$ cat config.mk
export PLATFORM = sky130hd
export DESIGN_NAME = inst_mem_loader
export DESIGN_NICKNAME = d
export VERILOG_FILES = /design/src/rtl/inst_mem_loader.sv
export SDC_FILE = /design/constraint.sdc
export NUM_CORES = 1
export LEC_CHECK = 0
export CAP_MARGIN = 0
export CORE_UTILIZATION = 40
export CTS_BUF_LIST = sky130_fd_sc_hd__clkbuf_2 sky130_fd_sc_hd__clkbuf_4 sky130_fd_sc_hd__clkbuf_8
export CTS_CLUSTER_DIAMETER = 50
export DETAILED_ROUTE_END_ITERATION = 10
export PLACE_DENSITY_LB_ADDON = 0.15
export SYNTH_ARGS = -nofsm -noshare
export SYNTH_HDL_FRONTEND = slang
export SYNTH_SLANG_ARGS = --single-unit
$ cat constraint.sdc
create_clock -name clk -period 4.8 [get_ports clk]
set_input_delay 1.44 -clock clk [delete_from_list [all_inputs] [get_ports clk]]
set_output_delay 1.44 -clock clk [all_outputs]
set_load 0.02 [all_outputs]
$ cat src/rtl/inst_mem_loader.sv
// ---------------------------------------------------------------------------
// inst_mem_loader
//
// Loads a program image into the instruction memory at run time. Bytes arrive
// on a valid/ready stream and are packed big-endian (first byte -> [31:24])
// into 32-bit words. Each completed word is written through the memory's
// write port in a single one-cycle write. busy freezes the pipeline while a
// load runs, and done pulses when the last word has been written.
//
// FSM states:
//   S_IDLE     | waiting for start; capacity check on word_count
//   S_ASSEMBLE | byte_ready=1, collecting four bytes of the current word
//   S_WRITE    | one-cycle mem_we for the assembled word
//   S_DONE     | one-cycle done pulse, back to S_IDLE
//
// Ports:
//   clk, rst_n          clock, async active-low reset
//   start, word_count   load request (IDLE only) and number of words to load
//   byte_in, byte_valid stream input
//   byte_ready          stream accept (S_ASSEMBLE only)
//   mem_we, mem_addr,   instruction memory write port; mem_addr is the byte
//   mem_wdata           address {word_idx, 2'b00}, zero-extended to 32 bits
//   busy, done, error   pipeline hold, completion pulse, sticky overflow flag
// ---------------------------------------------------------------------------
module inst_mem_loader #(
    parameter int ADDR_WIDTH = 10,
    parameter int BASE_WORD  = 0
) (
    input  logic                  clk,
    input  logic                  rst_n,
    input  logic                  start,
    input  logic [ADDR_WIDTH:0]   word_count,
    input  logic [7:0]            byte_in,
    input  logic                  byte_valid,
    output logic                  byte_ready,
    output logic                  mem_we,
    output logic [31:0]           mem_addr,
    output logic [31:0]           mem_wdata,
    output logic                  busy,
    output logic                  done,
    output logic                  error
);

    localparam int                    CAP_INT = (1 << ADDR_WIDTH) - BASE_WORD;
    localparam logic [ADDR_WIDTH:0]   CAP     = CAP_INT[ADDR_WIDTH:0];
    localparam logic [ADDR_WIDTH-1:0] BASE    = BASE_WORD[ADDR_WIDTH-1:0];
    localparam logic [ADDR_WIDTH:0]   CNT_ONE = {{ADDR_WIDTH{1'b0}}, 1'b1};
    localparam logic [ADDR_WIDTH-1:0] IDX_ONE = {{(ADDR_WIDTH-1){1'b0}}, 1'b1};
    localparam int                    PAD     = 30 - ADDR_WIDTH;

    typedef enum logic [1:0] {
        S_IDLE,
        S_ASSEMBLE,
        S_WRITE,
        S_DONE
    } state_t;

    state_t                state;
    logic [1:0]            byte_cnt;
    logic [23:0]           shreg;       // first three bytes of the current word
    logic [ADDR_WIDTH-1:0] word_idx;
    logic [ADDR_WIDTH:0]   remaining;
    logic                  hs;

    assign hs = byte_valid & byte_ready;

    always_ff @(posedge clk or negedge rst_n) begin
        if (!rst_n) begin
            state      <= S_IDLE;
            byte_cnt   <= '0;
            shreg      <= '0;
            word_idx   <= '0;
            remaining  <= '0;
            byte_ready <= 1'b0;
            mem_we     <= 1'b0;
            mem_addr   <= '0;
            mem_wdata  <= '0;
            busy       <= 1'b0;
            done       <= 1'b0;
            error      <= 1'b0;
        end else begin
            case (state)
                S_IDLE: begin
                    if (start) begin
                        if (word_count == '0) begin
                            state <= S_DONE;
                            done  <= 1'b1;
                            error <= 1'b0;
                        end else if (word_count <= CAP) begin
                            state      <= S_ASSEMBLE;
                            remaining  <= word_count;
                            word_idx   <= BASE;
                            byte_cnt   <= '0;
                            error      <= 1'b0;
                            busy       <= 1'b1;
                            byte_ready <= 1'b1;
                        end else begin
                            error <= 1'b1;
                        end
                    end
                end

                S_ASSEMBLE: begin
                    if (hs) begin
                        byte_cnt <= byte_cnt + 2'd1;
                        shreg    <= {shreg[15:0], byte_in};
                        if (byte_cnt == 2'd3) begin
                            state      <= S_WRITE;
                            byte_ready <= 1'b0;
                            mem_we     <= 1'b1;
                            mem_addr   <= {{PAD{1'b0}}, word_idx, 2'b00};
                            mem_wdata  <= {shreg, byte_in};
                        end
                    end
                end

                S_WRITE: begin
                    mem_we    <= 1'b0;
                    remaining <= remaining - CNT_ONE;
                    if (remaining == CNT_ONE) begin
                        state <= S_DONE;
                        busy  <= 1'b0;
                        done  <= 1'b1;
                    end else begin
                        // Advance only when another word follows, so a load
                        // ending at the top word never wraps the index.
                        word_idx   <= word_idx + IDX_ONE;
                        state      <= S_ASSEMBLE;
                        byte_ready <= 1'b1;
                    end
                end

                S_DONE: begin
                    done  <= 1'b0;
                    state <= S_IDLE;
                end

                default: state <= S_IDLE;
            endcase
        end
    end

endmodule

# Yosys cells after proc, flatten, opt, wreduce, memory -nomap -nowiden
# Index checks and enable logic that the tools add are counted.
# Widths: inputs -> output; s select.
totals:
  regBits: 96
  latchBits: 0
  mem_bits_rw: 0
  rom_bits: 0
  input_bits: 23
  mem_count: 0
classes:
  addsub: 3
  n_mul: 0
  div: 0
  magnitude_cmp: 1
  n_eq_ne: 14
  n_shift: 0
  muxes: 39
  bitwise: 1
  n_reduce_logical: 18
op_table:
  columns: ["op", "n"]
  rows:
  - ["$mux 10", 4]
  - ["$mux 11", 3]
  - ["$pmux 11 s2", 1]
  - ["$mux 2", 10]
  - ["$pmux 10 s2", 1]
  - ["$ne 2x2->1 const B", 8]
  - ["$reduce_and 5->1", 3]
  - ["$mux 1", 14]
  - ["$reduce_and 4->1", 3]
  - ["$eq 11x1->1 const B", 1]
  - ["$le 11x11->1 const B", 1]
  - ["$logic_not 11->1", 1]
  - ["$sub 11x1->11 const B", 1]
  - ["$add 10x1->10 const B", 1]
  - ["$pmux 2 s4", 1]
  - ["$reduce_and 7->1", 1]
  - ["$eq 2x2->1 const B", 3]
  - ["$pmux 1 s3", 2]
  - ["$reduce_and 3->1", 2]
  - ["$reduce_bool 2->1", 3]
  - ["$reduce_bool 3->1", 2]
  - ["$pmux 1 s2", 2]
  - ["$pmux 2 s2", 1]
  - ["$reduce_and 2->1", 2]
  - ["5 further kinds", 5]

# Logic depth before layout (Yosys ltp)
# Gate-level depths: netlist (run 1).
logic_depth:
  depth_word: 5
  depth_mapped: 8
  ltp_nobuf: 7

# Least setup slack after synthesis (run 1)
# No wires, ideal clock.
synth_timing:
  kind: "input to register"
  from: "input word_count[3]"
  to: "register remaining[9]"
  setup_ns: 0.123
  t_arrival_ns: 2.613
  required_ns: 4.677
  slack_ns: 2.065
  cell_stages: 5
  path_cell_list: "nor4_4 -> a31oi_2 -> o31ai_4 -> nand2_2 -> o221a_2"
synth_between:
  elab_chain_cells: 3
synth_lines:
  columns: ["element", "line", "rtl"]
  rows:
  - ["start, declared", "32", "input logic [ADDR_WIDTH:0] word_count,"]
  - ["$le 11x11->1 / $logic_not 11->1 (equally long branches)", "89, 85", null]
  - ["$ne 2x2->1 (no line)", null, null]
  - ["$reduce_and 4->1 (no line) (*)", null, null]
  - ["end signal, assigned", "91", "remaining <= word_count;"]
  - ["end signal, assigned", "119", "remaining <= remaining - CNT_ONE;"]
  - ["end, declared", "62", "logic [ADDR_WIDTH:0] remaining;"]
# Every way passes the cells marked *; elsewhere a longest branch is shown, timed or not.
# A chain may end at the register's enable or synchronous reset.

# Worst setup path in the final report (run 1)
layout_timing:
  from: "input word_count[3]"
  to: "register remaining[2]"
# The elaborated chain is that of the path after synthesis.

==> results of run 1 <==
[sequential cells by signal, indices dropped and copies added, names as in the netlist]
signal      count
mem_wdata      32
shreg          24
remaining      11
mem_addr       10
word_idx       10
byte_cnt        2
state           2
busy            1
byte_ready      1
done            1
error           1
mem_we          1
[metal layers]
| layer | wire, µm | vias to the layer above | global-route usage [%] |
|---|---|---|---|
| met4 | 133 | 0 | 6.46 |
| met3 | 399 | 10 | 3.74 |
| met1 | 4460 | 1509 | 24.2 |
| li1 | - | 1516 | - |
| met2 | 3940 | 74 | 24.9 |
| met5 | 0 | - | 0 |
[kinds of logic (layout without fill, tap and decap cells)]
| family | count (synthesis) | count (layout) |
|---|---|---|
| flip-flops | 96 | 96 |
| AO/OA/AOI/OAI | 69 | 69 |
| buffers and inverters | 44 | 92 |
| other | 1 | 22 |
| adder cells (fa/ha/maj) | 4 | 4 |
| multiplexers | 44 | 44 |
| AND/OR/NAND/NOR | 151 | 151 |
[cells in the final DEF (no fill, tap or decap), types with 3 or more instances in the layout]
| cell type | netlist | layout |
|---|---|---|
| inv_1 | 3 | 3 |
| o221a_2 | 6 | 6 |
| and3_1 | 6 | 6 |
| a31oi_1 | 3 | 3 |
| buf_4 | 26 | 5 |
| nand2_1 | 84 | 84 |
| clkdlybuf4s50_1 | 0 | 68 |
| conb_1 | 1 | 22 |
| nor2_1 | 18 | 17 |
| nand3_1 | 5 | 5 |
| a21oi_1 | 10 | 10 |
| nor2b_1 | 4 | 4 |
| mux2_2 | 44 | 44 |
| nand2b_1 | 7 | 7 |
| nor4b_1 | 3 | 3 |
| or2_2 | 3 | 3 |
| a22o_1 | 8 | 8 |
| o21ai_0 | 23 | 23 |
| clkbuf_8 | 0 | 9 |
| ha_1 | 4 | 4 |
| dfrtp_1 | 96 | 96 |
[how the worst min path moves through the flow]
stage	slack (ps)	endpoint
6_report	480	shreg[21]
5_1_grt	520	word_idx[9]
4_1_cts	480	shreg[20]
3_5_place_dp	460	shreg[20]
3_3_place_gp	450	shreg[20]
2_1_floorplan	440	shreg[16]
[final cells by class]
| cell class | instances | area (µm²) | area share (%) |
|---|---|---|---|
| flip-flops and latches | 96 | 2400 | 44.3 |
| well taps | 140 | 175 | 3.23 |
| clock buffers | 10 | 131 | 2.42 |
| multi-input cells | 290 | 1900 | 34.9 |
| clock inverters | 6 | 92.6 | 1.71 |
| inverters | 3 | 11.3 | 0.207 |
| repair buffers | 73 | 718 | 13.2 |
[metrics by stage]
stage | cell area (µm²) | util [%] | hold WS, ps | worst slack, ps | instances
finish | 5430 | 49.9 | 479 | 1500 | 618
global route | 5430 | 49.9 | 516 | 1410 | 618
CTS | 5430 | 49.9 | 483 | 1510 | 618
detailed placement | 5200 | 47.8 | 459 | 1100 | 602
global placement | 5200 | 47.8 | 453 | 1140 | 602
floorplan | 4580 | - | 440 | 2060 | 430
[critical path: cells and delay by family]
family / cells / cell delay, ps
AOI/OAI and AO/OA: 3 / 1060
buffers and inverters: 1 / 470
and+or+nand+nor: 2 / 590
[where the power goes]
part	internal, W	switching, W	total (W)	leakage [nW]
Clock	0.000303	0.000285	0.000588	0.112
Sequential	0.00111	0.000256	0.00137	1.23
Combinational	0.000566	0.000572	0.00114	1.11
==> impl_metrics.toml, run 1 <==
[worst_setup_path]
required_ps = 5060
critPathSlowestCell = "o31ai_4"
startpoint_type = "input pin"
r2r_setup_slack_ps = 2370
crit_fanout = 14
startpoint = "word_count[3]"
r2r_end = "byte_cnt[0]"
reg2reg_from = "state[1]"
worstSetupPathType = "in2reg"
r2r_cells = 4
cp_cell_sequence = "clkdlybuf4s50_1 -> nor4_4 -> a31oi_2 -> o31ai_4 -> nand2_2 -> o221a_2"
max_stage_delay_ps = 590
cp.arrival_ps = 3560
worst_setup_path_end_kind = "flip-flop"
crit_end = "remaining[2]"

[timing]
finalSetupViolations = 0
fin_crit_ps = 3300
slew_headroom_pct = 23.6
skew_ps = 8.32
worst-slew-pin-transition_ps = 1140
rsz0062_at_grt = "false"
period_share_pct = 68.8
report.final.slew_viol_count = 0
achievable-frequency_mhz = 303
hold_viol_final = 0
setup-tns-final_ps = 0

[clock_network]
clock_sinks = 96
htree_levels = 3
clk_latency_ps = 360
ctsResizeCount = 0
ctsHoldBuffers = 0
cts.clk_slew.worst_paths_ps = 100
root_buffer = "clkbuf_8"
cts_setup_buffers = 0
cts_tree = "built"
numCtsBuffers = 9
clockBufferDepth = 2

[synth]
syn_inst = 409
synth_top_cells_by_area = "dfrtp_1, mux2_2, nand2_1"
synth-simple-area-share_pct = 16.7
synth_top_area_share_pct = 53.4
synth-main-ff-cell = "dfrtp_1"
synth_warnings = 0
synthAdderAreaFrac_pct = 1.11
yosysTopAreaCell = "dfrtp_1"
synth_xor_area_share_pct = 0
synthMuxAreaShare_pct = 11.0
synth_compound_area_share_pct = 11.4
synth_top_family_by_area = "simple AND/OR/NAND/NOR gates"
synth_edf_count = 0
async_flop_share_pct = 100
synth_seq_area_share_pct = 53.4
syn-cell-area_um2 = 4500
ys_seq_elements = 96
synth_cell_types = 54
yosys-top-cells-count = "dfrtp_1, nand2_1, mux2_2"
post-synth-top-count-cell = "dfrtp_1"
avgSynthCellArea_um2 = 11.0

[pwr]
vdd_drop_max_v = 0.000253
power_w = 0.00309
p_leak_nw = 2.45
p_per_area_nw_per_um2 = 570

[grt]
grt_usage_pct = 16.9
grt_pass1_vias = 3007
antenna_found_initial = 0
grt_pass1_wl_um = 15100
grt_max_degree = 39
grt_overflow_total = 0

[detailed_routing]
route.detailed.drc = 0
viasPerCell = 5.03
detail-route-antenna-nets = 0
wl_per_cell_um = 14.4
firstDrtPassIters = 4
vias = 3109
first_iter_violations = 91
routed_wl_um = 8930

[final_layout]
nFillCells = 1038
antennaDiodeCount = 0
syn_to_final_growth_pct = 20.7
nets = 500
drive_above_1_share_pct = 18.4

[floorplan]
num_rows = 38
die_y_um = 108
initial_core_util_pct = 41.3
die_x_um = 108
pin_count = 92
core-area_um2 = 10900
dieArea_um2 = 11700

[min_path]
hp-class = "reg2reg"
hold_start = "shreg[21]"
whs_path_depth = 2

[run]
maxCapViolations = 0

[placed_design]
globalplace.congestion = 0.779
numPortBuffers = 69
dp_hpwl_um = 6120

[status]
status = "completed"
Power figures use the tool's default switching activity.
==> inputs of run 2 (changes only) <==
==> constraint.sdc (replaced) <==
create_clock -name clk -period 3.25 [get_ports clk]
set_input_delay 0.975 -clock clk [delete_from_list [all_inputs] [get_ports clk]]
set_output_delay 0.975 -clock clk [all_outputs]
set_load 0.02 [all_outputs]
==> run 2 against run 1 <==
Compared with the run above:
- combinational power increased by 50%
- setup slack got worse by 800 ps
- first-iteration DRC count increased by 62%
- register-to-register slack got worse by 1200 ps
- die area unchanged
- sequential cell count unchanged
- largest cell class unchanged
- global-route usage about the same
- via count increased by 1.2%
==> impl_metrics.toml, run 2 (synthesis gave the netlist of run 1 again) <==
[status]
status = "completed"

[floorplan]
pin_count = 92
die_y_um = 108
core-area_um2 = 10900
initial_core_util_pct = 41.3
die_x_um = 108
num_rows = 38
dieArea_um2 = 11700

[final_layout]
final_core_util_pct = 50.5
layout_commonest_cell = "dfrtp_1"
top_register = "mem_wdata"
final_cell_mix = "dfrtp_1, nand2_1, clkdlybuf4s50_1, mux2_2, o21ai_0"
syn_to_final_growth_pct = 22.1
drive_above_1_share_pct = 19.1
nets = 505
reg_top3 = "mem_wdata x32, shreg x24, remaining x11"
stdcell_area_um2 = 5490
nFillCells = 1002
largest_reg_flops = 32
antennaDiodeCount = 0

[grt]
grt_max_degree = 45
grt_pass1_vias = 3039
grt_usage_pct = 16.9
grt_overflow_total = 0
antenna_found_initial = 0
grt_pass1_wl_um = 15000

[clock_network]
ctsHoldBuffers = 0
cts.clk_slew.worst_paths_ps = 90
ctsResizeCount = 0
cts_tree = "built"
clk_latency_ps = 370
clock_sinks = 96
root_buffer = "clkbuf_8"
clockBufferDepth = 2
htree_levels = 3
numCtsBuffers = 9
cts_setup_buffers = 0

[worst_setup_path]
r2r_setup_slack_ps = 1130
startpoint_type = "input pin"
r2r_cells = 4
reg2reg_from = "state[1]"
r2r_end = "word_idx[9]"
required_ps = 3550
worstSetupPathType = "in2reg"
crit_fanout = 9
cp.arrival_ps = 2850
worst_setup_path_end_kind = "flip-flop"

[timing]
period_share_pct = 78.4
rsz0062_at_grt = "false"
finalSetupViolations = 0
hold_viol_final = 0
achievable-frequency_mhz = 393
worst-slew-pin-transition_ps = 686
skew_ps = 12.2
fin_crit_ps = 2550
report.final.slew_viol_count = 0
slew_headroom_pct = 54.3
setup-tns-final_ps = 0

[detailed_routing]
wl_per_cell_um = 14.7
firstDrtPassIters = 4
vias = 3147
route.detailed.drc = 0
first_iter_violations = 147
detail-route-antenna-nets = 0
viasPerCell = 5.06
routed_wl_um = 9120

[min_path]
hold_start = "shreg[21]"
whs_path_depth = 2
hp-class = "reg2reg"
min_to = "shreg[21]"

[pwr]
p_leak_nw = 2.48
vdd_drop_max_v = 0.000338
p_per_area_nw_per_um2 = 843

[run]
maxCapViolations = 0

[placed_design]
post_dp_cell_area_um2 = 5270
numPortBuffers = 69
globalplace.congestion = 0.770
dp_hpwl_um = 6180
## run 2: changes by cell type in the layout (fill, tap and decap cells not counted), sizes merged
cell / change
buf: +5
clkbuf: +1
clkinv: -2
## run 2: worst max path at each step
stage	depth (start not counted)	to	start	slack, ps
2_1_floorplan	5	remaining[9]	word_count[3]	980
3_3_place_gp	6	word_idx[0]	word_count[3]	350
3_5_place_dp	6	word_idx[0]	word_count[3]	290
4_1_cts	6	word_idx[0]	word_count[3]	680
5_1_grt	6	word_idx[0]	word_count[9]	610
6_report	6	word_idx[0]	word_count[3]	700
## run 2: critical path, stage by stage
cell	delay, ps
clkdlybuf4s50_1	470
nor4_4	360
and4_2	330
nor2_1	110
o21ai_2	360
mux2_2	240
## run 2: metal layers
metal / global-route usage, % / wire length, µm
met2: 24.8 / 4100
met5: 0 / 0
met3: 3.74 / 469
met1: 23.8 / 4400
met4: 7.63 / 159
## run 2: metrics by stage
step | hold WS [ps] | cells | setup WS [ps] | power [W]
after floorplan | 440 | 430 | 980 | 0.00306
after global placement | 456 | 607 | 350 | 0.00373
after detailed placement | 461 | 607 | 290 | 0.00377
after CTS | 484 | 622 | 680 | 0.00468
after global routing | 505 | 622 | 612 | 0.00495
final | 477 | 622 | 703 | 0.00463
## run 2: cell type report
class,instances,area (µm²),area share [%]
Sequential cell,96,2400,43.7
Multi-Input combinational cell,290,1900,34.5
Timing Repair Buffer,78,781,14.2
Tap cell,140,175,3.19
Clock buffer,11,151,2.76
Clock inverter,4,76.3,1.39
Inverter,3,11.3,0.205
## run 2: where the power goes
part           internal, W  switching, W
Sequential         0.00165      0.000382
Clock             0.000474      0.000418
Combinational     0.000856      0.000853
Total              0.00298       0.00165
==> inputs of run 3 (changes only) <==
==> constraint.sdc (replaced) <==
create_clock -name clk -period 2.6 [get_ports clk]
set_input_delay 0.78 -clock clk [delete_from_list [all_inputs] [get_ports clk]]
set_output_delay 0.78 -clock clk [all_outputs]
set_load 0.02 [all_outputs]
==> run 3 against run 2 <==
Compared with the run above:
- sequential cell count unchanged
- sequential share of layout area down 0.18 points
- clock skew down 2.2 ps
- utilization up 0.21 points
- combinational power up 29%
- total power up 21%
- non-clock buffer count up 10
- final area up 0.41%
- wire length up 0.18%
==> impl_metrics.toml, run 3 (synthesis gave the netlist of run 1 again) <==
[timing]
finalHoldWorstSlack_ps = 405
hold_viol_final = 0
fin_crit_ps = 2460
rsz0062_at_grt = "false"
period_share_pct = 94.5
worst-slew-pin-transition_ps = 559
skew_ps = 9.96
report.final.slew_viol_count = 0
achievable-frequency_mhz = 407
setup_ws_ps = 144
slew_headroom_pct = 62.7
finalSetupViolations = 0

[final_layout]
nets = 515
finalNonFillerCells = 633
multiInputGateArea_um2 = 1900
top_register = "mem_wdata"
nFillCells = 1023
final_core_util_pct = 50.7
layout_commonest_cell = "dfrtp_1"
drive_above_1_share_pct = 20.9
antennaDiodeCount = 0
largest_reg_flops = 32
reg_top3 = "mem_wdata x32, shreg x24, remaining x11"
final_cell_mix = "dfrtp_1, nand2_1, clkdlybuf4s50_1, mux2_2, o21ai_0"
seq_area_um2 = 2400
syn_to_final_growth_pct = 22.6

[pwr]
p_leak_nw = 2.50
p_int_w = 0.00353
swShare_pct = 37.0
p_per_area_nw_per_um2 = 1020
pwr-share-comb_pct = 39.5
clock_power_share_pct = 15.7
switchingPower_w = 0.00207
seq_power_share_pct = 44.7
vdd_drop_max_v = 0.000527

[detailed_routing]
first_iter_violations = 155
detail-route-antenna-nets = 0
wl_per_cell_um = 14.4
route.detailed.drc = 0
viasPerCell = 5.02
firstDrtPassIters = 4
routed_wl_um = 9140
vias = 3176

[worst_setup_path]
required_ps = 2850
r2r_cells = 5
max_stage_delay_ps = 480
startpoint_type = "input pin"
r2r_setup_slack_ps = 570
r2r_end = "word_idx[4]"
cp_cell_sequence = "clkdlybuf4s50_1 -> nor4_4 -> a31oi_2 -> o31ai_4 -> nand2_2 -> o221a_2"
crit_end = "remaining[3]"
cp.arrival_ps = 2700
worstSetupPathType = "in2reg"
crit_fanout = 7
startpoint = "word_count[9]"
worst_setup_path_end_kind = "flip-flop"
reg2reg_from = "remaining[6]"
critPathSlowestCell = "clkdlybuf4s50_1"

[grt]
grt_usage_pct = 17.1
grt_overflow_total = 0
grt_pass1_vias = 3091
grt_pass1_wl_um = 15200
grt_max_degree = 55
antenna_found_initial = 0

[run]
maxCapViolations = 0

[placed_design]
globalplace.congestion = 0.782
dp.cells = 617
numPortBuffers = 69
dp_hpwl_um = 6370
place_ws_ps = -227

[floorplan]
initial_core_util_pct = 41.3
core-area_um2 = 10900
num_rows = 38
die_y_um = 108
pin_count = 92
die_x_um = 108
dieArea_um2 = 11700

[clock_network]
ctsHoldBuffers = 0
cts_setup_buffers = 0
htree_levels = 3
clk_latency_ps = 360
clock_sinks = 96
cts.clk_slew.worst_paths_ps = 90
root_buffer = "clkbuf_8"
ctsResizeCount = 0
cts_tree = "built"
clockBufferDepth = 2
numCtsBuffers = 9

[status]
status = "completed"

[min_path]
hp-class = "in2async"
run 3: final cells by class:
cell class	instances	share of cell area (%)
Clock inverter	6	0.794
Tap cell	140	3.18
Multi-Input combinational cell	290	34.4
Inverter	3	0.204
Sequential cell	96	43.5
Clock buffer	10	2.38
Timing Repair Buffer	88	15.5
run 3: power by group through the flow:
stage	Combinational, W	Clock [W]	Sequential (W)
final	0.00221	0.000882	0.00251
after global routing	0.00243	0.000979	0.00259
after CTS	0.00224	0.000925	0.00251
after detailed placement	0.00224	0	0.00254
after global placement	0.00219	0	0.00251
after floorplan	0.00112	0	0.00271
run 3: stage by stage:
stage	setup TNS (ps)	power, W	instance area [µm²]
2_1_floorplan	0	0.00383	4580
3_3_place_gp	-2400	0.00470	5340
3_5_place_dp	-2880	0.00477	5340
4_1_cts	0	0.00567	5520
5_1_grt	0	0.00600	5520
6_report	0	0.00560	5520
run 3: worst min-delay path by stage:
stage / from / to / depth (start not counted)
finish: rst_n / mem_wdata[30] / 1
global route: rst_n / mem_wdata[30] / 1
CTS: rst_n / mem_wdata[30] / 1
detailed placement: shreg[19] / shreg[19] / 2
global placement: shreg[21] / shreg[21] / 2
floorplan: shreg[16] / shreg[16] / 2
run 3: worst max-delay path, delay by kind of cell:
family,cells,cell delay (ps)
AOI/OAI and AO/OA,3,890
buffers and inverters,1,480
and+or+nand+nor,2,550
run 3: layer usage:
layer	track usage (%)	vias to the layer above	wire [µm]
li1	-	1541	-
met2	25.6	72	4180
met4	7.63	0	154
met5	0	-	0
met3	2.83	11	345
met1	24.2	1552	4460
